**src/rtl/hop_sprite.sv**
```systemverilog
// hop_sprite: grid-hop player sprite controller for the VGA game layer.
// Active-low direction buttons trigger fixed-distance hops. Each hop is animated
// over HOP_DIS/STEP animation ticks and is clamped to the display. A death request
// freezes the sprite for RESPAWN_FRAMES ticks, and the sprite then respawns at
// (IX, IY).
//
// Optional feature: define HOP_QUEUE_EN to add a one-entry hop queue. A press made
// during a hop is then replayed from the landing point.
//
// Ports:
//   i_clk      base clock
//   i_rst      synchronous active-high reset
//   i_ani_stb  animation strobe, one cycle per frame
//   i_animate  animation enable; low freezes all state
//   i_btn_n    active-low buttons {left, right, down, up}
//   i_dead     collision/death request (level)
//   o_x1/o_x2  left/right sprite edge (x -/+ H_WIDTH)
//   o_y1/o_y2  top/bottom sprite edge (y -/+ H_HEIGHT)
//   o_busy     high while not idle
//   o_dying    high while in the death sequence
//   o_dir      current/last hop direction: 0 up, 1 down, 2 right, 3 left
//   o_hops     completed up-hops, saturating at 255
module hop_sprite #(
    parameter int CW             = 12,
    parameter int H_WIDTH        = 11,
    parameter int H_HEIGHT       = 11,
    parameter int IX             = 320,
    parameter int IY             = 460,
    parameter int D_WIDTH        = 640,
    parameter int D_HEIGHT       = 480,
    parameter int HOP_DIS        = 48,
    parameter int STEP           = 4,
    parameter int RESPAWN_FRAMES = 60
) (
    input  logic          i_clk,
    input  logic          i_rst,
    input  logic          i_ani_stb,
    input  logic          i_animate,
    input  logic [3:0]    i_btn_n,
    input  logic          i_dead,
    output logic [CW-1:0] o_x1,
    output logic [CW-1:0] o_x2,
    output logic [CW-1:0] o_y1,
    output logic [CW-1:0] o_y2,
    output logic          o_busy,
    output logic          o_dying,
    output logic [1:0]    o_dir,
    output logic [7:0]    o_hops
);

    typedef enum logic [1:0] {IDLE, HOP, DEAD} state_t;

    localparam int STEPS   = HOP_DIS / STEP;
    localparam int CNT_MAX = (STEPS > RESPAWN_FRAMES) ? STEPS : RESPAWN_FRAMES;
    localparam int CNT_W   = $clog2(CNT_MAX + 1);

    // Bounds are evaluated one bit wider than the coordinates. The up/left checks
    // are written as y >= HOP_DIS+H so that an underflow cannot wrap and pass.
    localparam logic [CW:0] V_MIN   = (CW+1)'(HOP_DIS + H_HEIGHT);
    localparam logic [CW:0] H_MIN   = (CW+1)'(HOP_DIS + H_WIDTH);
    localparam logic [CW:0] V_REACH = (CW+1)'(HOP_DIS + H_HEIGHT);
    localparam logic [CW:0] H_REACH = (CW+1)'(HOP_DIS + H_WIDTH);
    localparam logic [CW:0] V_LIMIT = (CW+1)'(D_HEIGHT - 1);
    localparam logic [CW:0] H_LIMIT = (CW+1)'(D_WIDTH - 1);

    state_t        state, state_nx;
    logic [CW-1:0] x, x_nx, y, y_nx;
    logic [CNT_W-1:0] cnt, cnt_nx;
    logic [1:0]    dir, dir_nx;
    logic [7:0]    hops, hops_nx;
    logic [3:0]    btn_prev_n, btn_prev_n_nx;
    logic          tick;
    logic [3:0]    press;
    logic          any_press;
    logic [1:0]    press_dir;
    logic [CW-1:0] mv_x, mv_y;
    logic [1:0]    mv_dir;
`ifdef HOP_QUEUE_EN
    logic          q_valid, q_valid_nx;
    logic [1:0]    q_dir, q_dir_nx;
`endif

    function automatic logic fits(input logic [CW-1:0] px, input logic [CW-1:0] py,
                                  input logic [1:0] d);
        case (d)
            2'd0:    fits = {1'b0, py} >= V_MIN;
            2'd1:    fits = ({1'b0, py} + V_REACH) <= V_LIMIT;
            2'd2:    fits = ({1'b0, px} + H_REACH) <= H_LIMIT;
            default: fits = {1'b0, px} >= H_MIN;
        endcase
    endfunction

    assign tick  = i_ani_stb && i_animate;
    assign press = btn_prev_n & ~i_btn_n;
    assign any_press = |press;

    always_comb begin
        press_dir = 2'd3;
        if (press[0])      press_dir = 2'd0;
        else if (press[1]) press_dir = 2'd1;
        else if (press[2]) press_dir = 2'd2;
    end

    // One STEP from the current position. While idle the direction is that of
    // the new press; otherwise it is the latched hop direction.
    assign mv_dir = (state == IDLE) ? press_dir : dir;
    always_comb begin
        mv_x = x;
        mv_y = y;
        case (mv_dir)
            2'd0:    mv_y = y - CW'(STEP);
            2'd1:    mv_y = y + CW'(STEP);
            2'd2:    mv_x = x + CW'(STEP);
            default: mv_x = x - CW'(STEP);
        endcase
    end

    always_comb begin
        state_nx      = state;
        x_nx          = x;
        y_nx          = y;
        cnt_nx        = cnt;
        dir_nx        = dir;
        hops_nx       = hops;
        btn_prev_n_nx = btn_prev_n;
`ifdef HOP_QUEUE_EN
        q_valid_nx    = q_valid;
        q_dir_nx      = q_dir;
`endif
        if (tick) begin
            btn_prev_n_nx = i_btn_n;
            case (state)
                IDLE: begin
                    if (i_dead) begin
                        state_nx = DEAD;
                        cnt_nx   = '0;
                    end else if (any_press && fits(x, y, press_dir)) begin
                        state_nx = HOP;
                        dir_nx   = press_dir;
                        x_nx     = mv_x;
                        y_nx     = mv_y;
                        cnt_nx   = CNT_W'(1);
                    end
                end
                HOP: begin
                    if (i_dead) begin
                        state_nx = DEAD;
                        cnt_nx   = '0;
`ifdef HOP_QUEUE_EN
                        q_valid_nx = 1'b0;
`endif
                    end else begin
                        x_nx = mv_x;
                        y_nx = mv_y;
                        if (cnt == CNT_W'(STEPS - 1)) begin
                            if (dir == 2'd0 && hops != '1)
                                hops_nx = hops + 8'd1;
                            state_nx = IDLE;
                            cnt_nx   = '0;
`ifdef HOP_QUEUE_EN
                            // The queued hop is checked from the landing point and
                            // takes its first step on the following tick.
                            if (q_valid && fits(mv_x, mv_y, q_dir)) begin
                                state_nx = HOP;
                                dir_nx   = q_dir;
                            end
                            q_valid_nx = 1'b0;
`endif
                        end else begin
                            cnt_nx = cnt + CNT_W'(1);
`ifdef HOP_QUEUE_EN
                            if (any_press) begin
                                q_valid_nx = 1'b1;
                                q_dir_nx   = press_dir;
                            end
`endif
                        end
                    end
                end
                default: begin
                    if (cnt == CNT_W'(RESPAWN_FRAMES - 1)) begin
                        state_nx = IDLE;
                        x_nx     = CW'(IX);
                        y_nx     = CW'(IY);
                        cnt_nx   = '0;
                    end else begin
                        cnt_nx = cnt + CNT_W'(1);
                    end
                end
            endcase
        end
    end

    always_ff @(posedge i_clk) begin
        if (i_rst) begin
            state      <= IDLE;
            x          <= CW'(IX);
            y          <= CW'(IY);
            cnt        <= '0;
            dir        <= '0;
            hops       <= '0;
            btn_prev_n <= '1;
`ifdef HOP_QUEUE_EN
            q_valid    <= 1'b0;
            q_dir      <= '0;
`endif
        end else begin
            state      <= state_nx;
            x          <= x_nx;
            y          <= y_nx;
            cnt        <= cnt_nx;
            dir        <= dir_nx;
            hops       <= hops_nx;
            btn_prev_n <= btn_prev_n_nx;
`ifdef HOP_QUEUE_EN
            q_valid    <= q_valid_nx;
            q_dir      <= q_dir_nx;
`endif
        end
    end

    assign o_x1    = x - CW'(H_WIDTH);
    assign o_x2    = x + CW'(H_WIDTH);
    assign o_y1    = y - CW'(H_HEIGHT);
    assign o_y2    = y + CW'(H_HEIGHT);
    assign o_busy  = (state != IDLE);
    assign o_dying = (state == DEAD);
    assign o_dir   = dir;
    assign o_hops  = hops;

endmodule

```
**config.mk**
```make
export PLATFORM = sky130hd
export DESIGN_NAME = hop_sprite
export DESIGN_NICKNAME = d
export VERILOG_FILES = /design/src/rtl/hop_sprite.sv
export SDC_FILE = /design/constraint.sdc
export NUM_CORES = 1
export LEC_CHECK = 0
export ABC_AREA = 1
export ABC_CLOCK_PERIOD_IN_PS = 8500
export BUFFER_PORTS_ARGS = -buffer_cell sky130_fd_sc_hd__buf_2
export CORE_AREA = 4 4 85 87
export CTS_CLUSTER_DIAMETER = 120
export DETAILED_ROUTE_END_ITERATION = 10
export DIE_AREA = 0 0 89 91
export PLACE_DENSITY = 0.87
export REMOVE_ABC_BUFFERS = 1
export SLEW_MARGIN = 5
export SYNTH_ARGS = -nofsm -noshare
export SYNTH_HDL_FRONTEND = slang
export SYNTH_SLANG_ARGS = --single-unit
export TNS_END_PERCENT = 1
```
**constraint.sdc**
```tcl
create_clock -name i_clk -period 8.5 [get_ports i_clk]
set_input_delay 1.7 -clock i_clk [delete_from_list [all_inputs] [get_ports i_clk]]
set_output_delay 1.7 -clock i_clk [all_outputs]
set_load 0.02 [all_outputs]
```
[Word-level counts from Yosys, hierarchy flattened]
Index checks and enable logic that the tools add are counted.
Word-level totals
  input bits: 9
  output and inout bits: 60
  bits in registers: 46
  word-level logic and storage cells: 88
Cells by class
  bitwise gates (word level): 3
  multiplexer cells: 32
  order comparisons: 4
  $add $sub $neg: 12
  equality and inequality tests: 14
  reductions and logical operators: 16
Operators with widths (count)
  12-bit two-way mux: 8
  12-bit case mux with 2 select lines: 4
  6-bit two-way mux: 5
  12-bit by 6-bit adder with 13-bit output (second input constant): 2
  12-bit by 3-bit adder with 12-bit output (second input constant): 2
  12-bit by 4-bit adder with 12-bit output (second input constant): 2
  12-bit by 6-bit greater-or-equal comparator with 1-bit output (second input constant): 2
  12-bit by 3-bit subtractor with 12-bit output (second input constant): 2
  12-bit by 4-bit subtractor with 12-bit output (second input constant): 2
  2-bit two-way mux: 8
  13-bit by 10-bit less-or-equal comparator with 1-bit output (second input constant): 1
  13-bit by 9-bit less-or-equal comparator with 1-bit output (second input constant): 1
  6-bit case mux with 2 select lines: 1
  5-bit AND reduction: 2
  8-bit by 1-bit adder with 8-bit output (second input constant): 1
  2-bit zero test: 4
  8-bit inequality test (second input constant): 1
  4-bit AND reduction: 2
  6-bit by 1-bit adder with 6-bit output (second input constant): 1
  2-bit by 1-bit == test with 1-bit output (second input constant): 3
  2-bit == test (second input constant): 3
  6-bit by 4-bit == test with 1-bit output (second input constant): 1
  6-bit == test (second input constant): 1
  4-bit bitwise AND: 1
  15 further kinds: 21

[Depth between registers and ports, before layout]
  depth after elaboration: 14
  depth in mapped cells: 20
  depth with buffers taken out: 20

[Worst setup path after synthesis]
Ideal clock, no wire load.
  kind: input port to flip-flop
  from: input port i_btn_n[1]
  to: register y[7]
  data required time: 8.370 ns
  setup slack: 4.652 ns
  stages: 14
  library setup time: 0.130 ns
  arrival time: 3.718 ns
  path buffers: 0
  path through: inv_1 -> nand2_1 -> nand2_1 -> nand2_1 -> o21ai_0 -> nand2_1 -> ha_1 -> a21oi_1 -> o21ai_0 -> a21oi_1 -> o21ai_0 -> a21o_1 -> nand4_1 -> nand3_1
On the way
  word-level cells in the longest chain between the ends: 12
  elaborated cells between the ends (all ways): 23
  those cells by class: eq/ne (4); mux (12); bitwise (2); reduce/logical (5)
Ends and longest elaborated chain
  start, declared: line 39  | input logic [3:0] i_btn_n,
  4-bit inverter *: line 94  | assign press = btn_prev_n & ~i_btn_n;
  4-bit bitwise AND *: line 94
  2-bit two-way mux: line 100  | else if (press[1]) press_dir = 2'd1;
  2-bit two-way mux: line 99  | if (press[0]) press_dir = 2'd0;
  2-bit == test (tied with other cells): line 85  | case (d)
  1-bit case mux with 3 select lines: line 85
  1-bit two-way mux: line 134  | if (i_dead) begin
  1-bit two-way mux: line 132  | case (state)
  1-bit two-way mux: line 130  | if (tick) begin
  1-bit logical AND: line 137  | end else if (any_press && fits(x, y, press_dir)) begin
  2-bit by 1-bit inequality test with 1-bit output (no line)
  5-bit AND reduction (no line)
  end signal, assigned: line 198  | y <= CW'(IY);
  end signal, assigned: line 210  | y <= y_nx;
  end, declared: line 67  | logic [CW-1:0] x, x_nx, y, y_nx;
Mark *: on every way between the ends. The rest lies on a longest branch, timed or not. The select of a mux whose other input is x is not followed.
A chain may end at the register's enable or synchronous reset.

[Worst setup path in the final report]
  from: input port i_btn_n[1]
  to: register x[8]
On the way
  word-level cells in the longest chain between the ends: 12
  elaborated cells between the ends (all ways): 25
  those cells by class: eq/ne (5); mux (12); bitwise (2); reduce/logical (6)
Ends and longest elaborated chain
  4-bit inverter *: line 94
  4-bit bitwise AND *: line 94
  2-bit two-way mux: line 100
  2-bit two-way mux: line 99
  2-bit == test (tied with other cells): line 85
  1-bit case mux with 3 select lines: line 85
  1-bit two-way mux: line 134
  1-bit two-way mux: line 132
  1-bit two-way mux: line 130
  1-bit logical AND: line 137
  2-bit by 1-bit inequality test with 1-bit output (no line)
  5-bit AND reduction (no line)
  end signal, assigned: line 197  | x <= CW'(IX);
  end signal, assigned: line 209  | x <= x_nx;
  end, declared: line 67
Marks and branches as above.

==> metrics.csv <==
metric,value,unit
r2r_start,state[1]$_SDFFE_PP0P_,
fin_area,0.004298,mm2
slew_headroom,35.80,%
layout_min_cycle_time,4.095,ns
busiest_layer,met2,
num-fill-cells,603,
finalSetupViolations,0,
cts_tree,built,
crit_fanout,10,
num_io_pins,69,
ir_worst_vdd,0.0001059,V
initialDrtViolationCount,232,
required,8.66,ns
met3_usage,3.620,%
r2r.worst_path.cells,16,
die_area,0.008099,mm2
grt_pass1_vias,3893,
vias,4225,
cts_buffers,5,
hp-class,flop to flop,
netlist.area_leader.share,21.49,%
ys_ff_latch,42,
critPathLaunchType,primary input,
yosysTopAreaCell,dfxtp_1,
async_flop_share,0,%
hold_buffers,0,
use_met2,45.17,%
final_max_slew_viol_count,0,
place_area,0.004185,mm2
drc,0,
n_antenna_cell,0,
hold_viol,0,
p_total,0.6559,mW
reg2reg_slack,5.11,ns
layout_commonest_cell,nand2_1,
synth_area_leaders,"dfxtp_1 (21%), nand2_1 (16%), inv_1 (8.3%)",
grt_use_met1,32.09,%
synth_ff_type,dfxtp_1,
cts_root_buf,clkbuf_8,
synth_edf_count,0,
max_freq,244.2,MHz
place.gp.congestion,0.9387,
reg2reg_to,x[8]$_SDFFE_PP1P_,
final_core_utilization,67.68,%
clk_pin_slew,0.09,ns
cellPowerDensity,152.6,mW/mm2
cts.sinks,42,
crit_start,i_btn_n[1],
cap_viol_max_count,0,
yosysWarnings,0,
rows,29,
dieHeight,91,um
synth.avg_cell_area,6.085,um2
coreArea,0.006350,mm2
arrival,4.25,ns
max_slew.worst_pin.slew,0.9620,ns
antenna_found_initial,0,
initial_utilization,61.62,%
first_pass_iters,5,
timing.critical_path.to,x[8]$_SDFFE_PP1P_,
ctsResizeCount,0,
viasPerCell,5.487,
syn-cell-area,0.003913,mm2
grt_pass1_wl,17240,um
synthCells,643,
chipWidth,89,um
cp-end-kind,flop,
overflow,0,
cellLeakagePower,2.272,nW
ys_seq_area_share,21.49,%
hpwl,7816,um
grt_max_degree,31,
drive_gt1_share,13.85,%
post_cts_buffers,0,
ctsHtreeMaxLevel,2,
path_class,primary input to flop,
outcome,finished clean,
synthToLayoutAreaGrowth,9.850,%
cts_buffer_depth,2,
nNetsFinal,727,
drt_wl_total,10250,um
rsz0062_at_grt,false,
skew,0.005480,ns
mostFrequentLayoutCells,"nand2_1 (162), inv_1 (87), nor2_1 (73)",
synth_cell_types,37,
grt_use_total,25.70,%
wl_per_cell,13.31,um
clk_latency,0.30,ns
period_share,48.18,%
portBuffers,60,
drt.antenna.violating_nets,0,
fin_setup_tns,0,ns
-- sequential cells by signal (all words and copies together) (netlist names) --
register and count:
btn_prev_n 4, cnt 6, o_dir 2, o_hops 8, state 2, x 10, y 10
-- area by class of cell --
class,count,area [um2],share of cell area (%)
Multi-Input combinational cell,492,2606,60.64
Inverter,91,341.6,7.948
Clock inverter,3,43.79,1.019
Timing Repair Buffer,60,300.3,6.987
Sequential cell,42,840.8,19.56
Clock buffer,5,68.82,1.601
Tap cell,77,96.34,2.242
-- worst min path at each step --
stage / from / end / slack (ns) / cells after the start
6_report: btn_prev_n[3]$_SDFFE_PP1P_ / btn_prev_n[3]$_SDFFE_PP1P_ / 0.50 / 2
5_1_grt: btn_prev_n[0]$_SDFFE_PP1P_ / btn_prev_n[0]$_SDFFE_PP1P_ / 0.54 / 2
4_1_cts: btn_prev_n[3]$_SDFFE_PP1P_ / btn_prev_n[3]$_SDFFE_PP1P_ / 0.50 / 2
3_5_place_dp: btn_prev_n[0]$_SDFFE_PP1P_ / btn_prev_n[0]$_SDFFE_PP1P_ / 0.48 / 2
3_3_place_gp: btn_prev_n[3]$_SDFFE_PP1P_ / btn_prev_n[3]$_SDFFE_PP1P_ / 0.46 / 2
2_1_floorplan: btn_prev_n[0]$_SDFFE_PP1P_ / btn_prev_n[0]$_SDFFE_PP1P_ / 0.45 / 2
-- stage by stage --
| stage | hold slack (ns) | cells | worst slack (ns) |
|---|---|---|---|
| after global placement | 0.4608 | 762 | 4.222 |
| final | 0.4958 | 770 | 4.405 |
| after floorplan | 0.4463 | 625 | 4.630 |
| after detailed placement | 0.4760 | 762 | 4.148 |
| after CTS | 0.4985 | 770 | 4.448 |
| after global routing | 0.5364 | 770 | 4.122 |
-- synth_stat cells, types with 3 or more instances --
cell type / instances
nand2_1: 162
inv_1: 87
nor2_1: 73
nand3_1: 49
dfxtp_1: 42
a21oi_1: 41
o21ai_0: 30
ha_1: 24
nand4_1: 23
xor2_1: 19
buf_4: 11
nand2_2: 11
nor3_1: 11
o211ai_1: 8
buf_2: 6
clkbuf_1: 6
nand3b_1: 4
nor4_1: 4
or2_2: 4
inv_2: 3
nand3_2: 3
-- kinds of logic (layout without fill, tap and decap cells) --
family,Yosys count,in the layout,share of synthesized area [%]
flip-flops,42,42,21.49
adder cells (fa/ha/maj),26,26,8.699
AO/OA/AOI/OAI,85,85,11.77
buffers and inverters,115,159,12.47
AND/OR/NAND/NOR,352,352,40.68
other,2,8,0.1919
XOR/XNOR,21,21,4.701
-- worst max-delay path, stage by stage --
cell and delay [ns]:
buf_2 0.10, inv_1 0.06, nand2_1 0.08, nand2_1 0.13, nand2_1 0.06, o21ai_0 0.22
inv_1 0.12, nand2_1 0.33, inv_1 0.10, fa_1 0.40, nor2_1 0.15, o21ai_0 0.09
nand2_1 0.13, nand2_1 0.08, nand2_1 0.07, nand2_1 0.07, nand3_1 0.07, nand3_1 0.09
nand4_1 0.13, nand3_1 0.08
-- layer usage --
layer / part of all wire [%] / wire (um)
met5: 0 / 0
met2: 49 / 4976
met4: 1.9 / 198
met1: 43 / 4414
met3: 6.4 / 658
-- power by group --
part | internal, mW | total [mW] | switching [mW]
Sequential | 0.205 | 0.220 | 0.0149
Clock | 0.0882 | 0.167 | 0.0787
Combinational | 0.0926 | 0.269 | 0.177
No activity file was read; power rests on OpenSTA's default activity.
